==> src/rtl/rx_descrambled_word.sv <==
// Receive deserializer: DPSK decode, start/stop frame alignment with lock
// hysteresis, and self-synchronous descrambling of the 10-bit payload.
module rx_descrambled_word #(
   parameter bit          DPSK        = 1'b1,
   parameter logic [22:0] SEED        = 23'd1,
   parameter bit          START_BIT   = 1'b1,
   parameter bit          STOP_BIT    = 1'b0,
   parameter int          LOCK_FRAMES = 3,
   parameter int          MISS_LIMIT  = 4
) (
   input  logic        clk,
   input  logic        rst,
   input  logic        ser_in,
   output logic [11:0] word_out,
   output logic        word_valid,
   output logic        frame_err,
   output logic        locked
);

   typedef enum logic {HUNT, FRAME} state_t;

   localparam logic [3:0] LOCK_N = 4'(LOCK_FRAMES);
   localparam logic [3:0] MISS_N = 4'(MISS_LIMIT);

   state_t      state, state_nxt;
   logic [3:0]  bc, bc_nxt;
   logic [3:0]  good_cnt, good_nxt;
   logic [3:0]  bad_cnt, bad_nxt;
   logic        lock_int, lock_nxt;
   logic        prev;
   logic [22:0] s;
   logic [10:0] shreg;
   logic        d, payload, bit_val, frame_done, frame_ok, emit;
   logic [11:0] frame_word;
   logic [11:0] word_p1;
   logic        emit_p1, err_p1;

   function automatic logic [3:0] sat_inc(input logic [3:0] v, input logic [3:0] lim);
      return (v >= lim) ? v : v + 4'd1;
   endfunction

   always_ff @(posedge clk) begin
      if (rst) begin
         state <= HUNT;
         bc    <= 4'd0;
      end else begin
         state <= state_nxt;
         bc    <= bc_nxt;
      end
   end

   // shreg[10] holds the start bit once bc reaches 11; the stop bit is d itself
   always_comb begin
      d          = DPSK ? (ser_in ^ prev) : ser_in;
      payload    = (state == FRAME) && (bc >= 4'd1) && (bc <= 4'd10);
      bit_val    = payload ? (d ^ s[3] ^ s[22]) : d;
      frame_done = (state == FRAME) && (bc == 4'd11);
      frame_word = {shreg, d};
      frame_ok   = (shreg[10] == START_BIT) && (d == STOP_BIT);
      emit       = frame_done && lock_int;
   end

   always_comb begin
      state_nxt = state;
      bc_nxt    = bc;
      good_nxt  = good_cnt;
      bad_nxt   = bad_cnt;
      lock_nxt  = lock_int;
      if (state == HUNT) begin
         if (d == START_BIT) begin
            state_nxt = FRAME;
            bc_nxt    = 4'd1;
         end
      end else if (!frame_done) begin
         bc_nxt = bc + 4'd1;
      end else begin
         bc_nxt = 4'd0;
         if (!lock_int) begin
            if (frame_ok) begin
               good_nxt = sat_inc(good_cnt, LOCK_N);
               if (good_nxt >= LOCK_N) lock_nxt = 1'b1;
            end else begin
               good_nxt  = 4'd0;
               state_nxt = HUNT;
            end
         end else begin
            bad_nxt = frame_ok ? 4'd0 : sat_inc(bad_cnt, MISS_N);
            if (bad_nxt >= MISS_N) begin
               lock_nxt  = 1'b0;
               good_nxt  = 4'd0;
               bad_nxt   = 4'd0;
               state_nxt = HUNT;
            end
         end
      end
   end

   // Stage p1: frame decision registered alongside the completed word
   always_ff @(posedge clk) begin
      if (rst) begin
         good_cnt <= 4'd0;
         bad_cnt  <= 4'd0;
         lock_int <= 1'b0;
         prev     <= 1'b0;
         s        <= SEED;
         emit_p1  <= 1'b0;
         err_p1   <= 1'b0;
      end else begin
         good_cnt <= good_nxt;
         bad_cnt  <= bad_nxt;
         lock_int <= lock_nxt;
         prev     <= ser_in;
         if (payload) s <= {s[21:0], d};
         emit_p1  <= emit;
         err_p1   <= emit && !frame_ok;
      end
   end

   always_ff @(posedge clk) begin
      shreg   <= {shreg[9:0], bit_val};
      word_p1 <= frame_word;
   end

   // Stage p2: visible outputs, one cycle after the stop bit
   always_ff @(posedge clk) begin
      if (rst) begin
         word_out   <= 12'd0;
         word_valid <= 1'b0;
         frame_err  <= 1'b0;
         locked     <= 1'b0;
      end else begin
         word_valid <= emit_p1;
         frame_err  <= err_p1;
         locked     <= lock_int;
         if (emit_p1) word_out <= word_p1;
      end
   end

endmodule

==> config.mk <==
export PLATFORM = sky130hd
export DESIGN_NAME = rx_descrambled_word
export DESIGN_NICKNAME = d
export VERILOG_FILES = /design/src/rtl/rx_descrambled_word.sv
export SDC_FILE = /design/constraint.sdc
export NUM_CORES = 1
export LEC_CHECK = 0
export CORE_MARGIN = 2
export CORE_UTILIZATION = 61
export DETAILED_ROUTE_END_ITERATION = 16
export HOLD_SLACK_MARGIN = 0.1
export PLACE_DENSITY_LB_ADDON = 0.08
export SLEW_MARGIN = 20
export SYNTH_ARGS = -nofsm -noshare
export SYNTH_HDL_FRONTEND = slang
export SYNTH_SLANG_ARGS = --single-unit
==> constraint.sdc <==
create_clock -name clk -period 3.09 [get_ports clk]
set_clock_uncertainty 0.1 [all_clocks]
set_input_delay 0.4635 -clock clk [delete_from_list [all_inputs] [get_ports clk]]
set_output_delay 0.4635 -clock clk [all_outputs]
set_load 0.01 [all_outputs]
==> qor.yml, run 1 <==
cts_hold_buf: 0
synth_top_family_by_area: "compound AO/OA/AOI/OAI gates"
routedWlPerCell_um: 13.3
tns_ns: 0
grt_pass1_wl_um: 6800
grt_pass1_vias: 1522
first_pass_iters: 4
cts_tree: "built"
worst_r2r_startpoint: "bc[0]"
final_common_cell: "dfxtp_1"
critPathCaptureType: "flip-flop"
r2r_cells: 6
cts.clk_slew.worst_paths_ns: 0.07
die_w_um: 67.9
cp-start-kind: "flip-flop"
syn_area_per_cell_um2: 9.78
drcViolationCount: 0
cts_resized: 0
fp.dieH_um: 67.9
antenna_left: 0
slew_headroom_pct: 53.8
slowest_stage: "o21a_1"
placed_area_um2: 2670
hpwl_um: 2710
hold_end: "word_p1[1]"
period_minus_slack_ns: 2.01
r2r_end: "shreg[0]"
r2r_slack_ns: 1.08
h-tree-depth: 3
antenna_found_initial: 0
critPathMaxStageDelay_ns: 0.56
diodes: 0
final_cell_mix: "68 x dfxtp_1, 30 x a21oi_1, 25 x o21ai_0"
synthAdderAreaFrac_pct: 3.01
grt_usage_pct: 20.0
rsz0062_at_grt: "false"
post_cts_buffers: 0
power.density_nw_per_um2: 587
cp.required_ns: 3.20
cts_sinks: 68
dr.first_iter.drc_count: 123
worstPathMaxFanout: 24
cellLeakagePower_nw: 1.01
muxShareOfSynthArea_pct: 5.22
start_util_pct: 62.8
die_area_um2: 4620
vias: 1879
holdPathStages: 0
syn_inst: 255
path_class: "flip-flop to flip-flop"
status: "finished, final reports clean"
netlist_area_um2: 2490
ys_ff_latch: 68
synth.distinct_cells: 42
total_power_mw: 1.67
drt_wl_total_um: 4310
crit_arrival_ns: 2.12
finalWeightedCongestion: 0.790
grt_max_degree: 30
hp-class: "flip-flop to flip-flop"
synth_fp_nets: 264
grt-ovfl-total: 0
synthXorXnorAreaFrac_pct: 1.05
max_clock_freq_mhz: 497
io_buffers: 17
cts_max_path_buffers: 2
cap_viol_max_count: 0
pre_cts_slack_ns: 0.887
ios: 18
nets: 277
cp_cell_sequence: "inv_1 > ha_1 > nor2b_1 > o21a_1 > nor3_1 > xnor2_1"
finalSetupViolations: 0
synth-compound-area-share_pct: 16.2
clock_latency_ns: 0.34
vias_per_cell: 5.82
core_um2: 3970
maxSlewViolCount: 0
ir_drop_v: 0.000295
hold_start: "shreg[0]"
min_period_over_period_pct: 65.1
drive_above_1_share_pct: 10.3
hold_viol: 0
timing.final.ws_setup_ns: 1.08
synth.yosys.seq_area_share_pct: 54.6
tightest_slew_ns: 0.691
yosys.area_share.simple_pct: 15.6
fin_area_um2: 2840
cts-root-buf: "clkbuf_8"
yosysWarnings: 0
cts_buffers: 9
row_count: 23
area_delta_synth_final_pct: 14.0
-- stage by stage --
stage	util [%]	hold WS, ns	std cells
after floorplan	-	0.210	255
final	71.6	0.233	323
after global placement	67.1	0.217	307
after CTS	71.6	0.238	323
after global routing	71.6	0.247	323
after detailed placement	67.1	0.215	307
-- flip-flops by register name (all words and copies together), names as in the netlist --
name,count
state,1
err_p1,1
s,23
bad_cnt,4
prev,1
locked,1
word_valid,1
emit_p1,1
bc,4
lock_int,1
shreg,1
word_out,12
frame_err,1
good_cnt,4
word_p1,12
-- synthesized netlist by cell type, drive strengths merged --
library cell | count | area (um^2)
and4b | 1 | 10.0
a21oi | 30 | 150
and3b | 2 | 20.0
mux2i | 13 | 130
nand4 | 1 | 6.26
nand4b | 1 | 8.76
nor3 | 4 | 20.0
a31oi | 2 | 12.5
o21ai | 27 | 135
or3 | 1 | 6.26
o311a | 1 | 10.0
buf | 6 | 46.3
and2 | 3 | 21.3
nand2b | 3 | 18.8
nand3b | 1 | 7.51
nor2 | 17 | 63.8
o21a | 2 | 15.0
or4 | 1 | 7.51
o32a | 1 | 11.3
or4b | 2 | 20.0
a2111oi | 1 | 8.76
o31ai | 2 | 15.0
o31a | 1 | 10.0
clkbuf | 13 | 48.8
xnor2 | 3 | 26.3
nor4 | 1 | 6.26
a41oi | 1 | 8.76
inv | 4 | 15.0
a32oi | 1 | 8.76
ha | 6 | 75.1
a311oi | 2 | 17.5
nor2b | 4 | 25.0
nand3 | 24 | 120
dfxtp | 68 | 1360
nand2 | 5 | 26.3
-- where the power goes --
group | switching, mW | internal, mW
registers | 0.0270 | 0.907
logic | 0.0582 | 0.0350
clock network | 0.330 | 0.311
total | 0.416 | 1.25
-- worst max-delay path by stage --
stage	start	end	cells past startpoint	slack (ns)
after floorplan	bc[1]	s[10]	7	1.29
after global placement	ser_in	good_cnt[0]	6	0.94
after detailed placement	ser_in	good_cnt[0]	6	0.89
after CTS	bc[0]	shreg[0]	6	1.06
after global routing	bc[0]	s[7]	6	0.85
final	bc[0]	shreg[0]	6	1.08
-- per-layer routing --
| metal | global-route usage [%] | up-vias | wire length [um] |
|---|---|---|---|
| met1 | 23.8 | 894 | 2060 |
| met4 | 12.8 | 0 | 121 |
| met5 | 0 | - | 0 |
| met3 | 4.93 | 10 | 157 |
| li1 | - | 938 | - |
| met2 | 32.3 | 37 | 1970 |
-- critical path: cells and delay by family, from the launching register on --
family / cells / cell delay, ns
flip-flops: 1 / 0.45
adder cells (fa/ha/maj): 1 / 0.20
AND/OR/NAND/NOR: 2 / 0.31
AO/OA/AOI/OAI: 1 / 0.56
XOR/XNOR: 1 / 0.16
buffers and inverters: 1 / 0.10
-- kinds of logic (layout without fill, tap and decap cells) --
logic type	Yosys count	in the layout
muxes	13	13
AOI/OAI and AO/OA	71	71
buffers and inverters	23	41
adders and majority gates	6	6
and+or+nand+nor	71	71
xor gates and xnor gates	3	3
DFF	68	68
-- layout make-up --
cell class	count	area [um^2]
Sequential cell	68	1360
Timing Repair Buffer	21	200
Tap cell	50	62.6
Clock buffer	10	138
Clock inverter	6	38.8
Fill cell	305	1130
Inverter	4	15.0
Multi-Input combinational cell	164	1030
No activity file was read; power rests on OpenSTA's default activity.
==> run 2: changes to the inputs <==
CORE_UTILIZATION = 57   (was 61)
clock period = 1.89 ns   (was 3.09 ns; I/O delays follow)
==> run 2 against run 1 <==
Against the previous run:
- first-iteration DRC count shrank 23%
- worst hold slack improved by 0.0016 ns
- critical path type unchanged
- critical path depth shrank 1
- highest routed layer unchanged
==> qor.yml, run 2 (same netlist as run 1, synthesis figures left out) <==
core_um2: 4290
cts-root-buf: "clkbuf_8"
grt_pass1_wl_um: 7780
cell_internal_pwr_mw: 2.19
first_pass_iters: 4
cts.clk_slew.worst_paths_ns: 0.07
path_delay_family: "simple AND/OR/NAND/NOR gates"
crit_buf_inv: 0
slowest_stage: "or4b_1"
top_register: "s"
start_util_pct: 58.1
critPathCaptureType: "flip-flop"
startpoint: "bad_cnt[0]"
largest_reg_flops: 23
worstPathMaxFanout: 3
tns_ns: 0
grt_max_degree: 37
switching_share_pct: 24.7
diodes: 0
fp.dieH_um: 70.1
total_power_mw: 2.91
p_comb_share_pct: 7.3
fillers: 336
power_frac_clock_pct: 40.8
routedWlPerCell_um: 13.3
maxSlewViolCount: 0
grt_usage_pct: 20.2
cts_max_path_buffers: 2
drive_above_1_share_pct: 16.2
grt-ovfl-total: 0
max_clock_freq_mhz: 583
drcViolationCount: 0
final_common_cell: "dfxtp_1"
pre_cts_slack_ns: -0.0383
ir_drop_v: 0.000616
hold_start: "shreg[0]"
cts_resized: 0
post_cts_buffers: 0
cts_sinks: 68
switching_power_mw: 0.721
worst_r2r_startpoint: "bad_cnt[0]"
h-tree-depth: 3
crit_arrival_ns: 1.87
nets: 294
cp.required_ns: 2.04
hold_viol: 0
cp_cell_sequence: "ha_1 > or4b_1 > o21ai_1 > nor2_1 > a311oi_1"
antenna_found_initial: 0
ios: 18
finalSetupViolations: 0
clock_latency_ns: 0.35
timing.final.ws_setup_ns: 0.174
die_w_um: 70.1
hpwl_um: 2900
final_cell_mix: "66 x dfxtp_1, 30 x a21oi_1, 25 x o21ai_0"
finalWeightedCongestion: 0.793
vias_per_cell: 5.61
cts_buffers: 9
grt_pass1_vias: 1790
io_buffers: 17
rsz0062_at_grt: "false"
hp-class: "flip-flop to flip-flop"
row_count: 24
status: "finished, final reports clean"
antenna_left: 0
min_period_over_period_pct: 90.8
r2r_slack_ns: 0.17
dr.first_iter.drc_count: 95
period_minus_slack_ns: 1.72
cap_viol_max_count: 0
cts_tree: "built"
p_seq_share_pct: 51.9
area_delta_synth_final_pct: 21.0
drt_wl_total_um: 4540
reg_top3: "s: 23 flops, word_out: 12 flops, word_p1: 12 flops"
critPathMaxStageDelay_ns: 0.53
die_area_um2: 4920
slew_headroom_pct: 76.6
cellLeakagePower_nw: 1.11
vias: 1917
cp-start-kind: "flip-flop"
cts_hold_buf: 0
tightest_slew_ns: 0.348
path_class: "flip-flop to flip-flop"
power.density_nw_per_um2: 966
## run 2: per-stage QoR
stage | instance area [um^2] | hold slack, ns | cells | util, %
final | 3020 | 0.235 | 342 | 70.3
after global routing | 3020 | 0.238 | 342 | 70.3
after CTS | 3010 | 0.232 | 342 | 70.0
after detailed placement | 2810 | 0.214 | 326 | 65.4
after global placement | 2810 | 0.213 | 326 | 65.4
after floorplan | 2490 | 0.210 | 255 | -
## run 2: path summary, 6_finish.rpt
| kind | end | cells after the start |
|---|---|---|
| worst max-delay path | good_cnt[0] | 5 |
| worst min-delay path | word_p1[1] | 0 |
| worst max register to register | good_cnt[0] | 5 |
| worst min register to register | word_p1[1] | 0 |
## run 2: layout make-up
type                       count  area (um^2)  area share, %
clock buffer                   9          124           4.10
clock inverter                 7         75.1           2.49
inverter                       4         15.0          0.498
multi-input combinational    164         1030           34.3
sequential                    68         1360           45.2
tap                           52         65.1           2.16
timing repair buffer          38          340           11.3
## run 2: power by group through the flow
stage | clock network [mW] | registers [mW] | logic [mW]
global placement | 0 | 1.54 | 0.209
detailed placement | 0 | 1.55 | 0.210
finish | 1.19 | 1.51 | 0.212
CTS | 1.21 | 1.51 | 0.211
global route | 1.26 | 1.52 | 0.237
floorplan | 0 | 1.54 | 0.119
## run 2: layer usage
layer / global-route usage, % / vias up / routed length (um)
li1: - / 965 / -
met1: 25.3 / 904 / 2100
met2: 31.6 / 38 / 2150
met3: 4.33 / 10 / 184
met4: 13.0 / 0 / 105
met5: 0 / - / 0
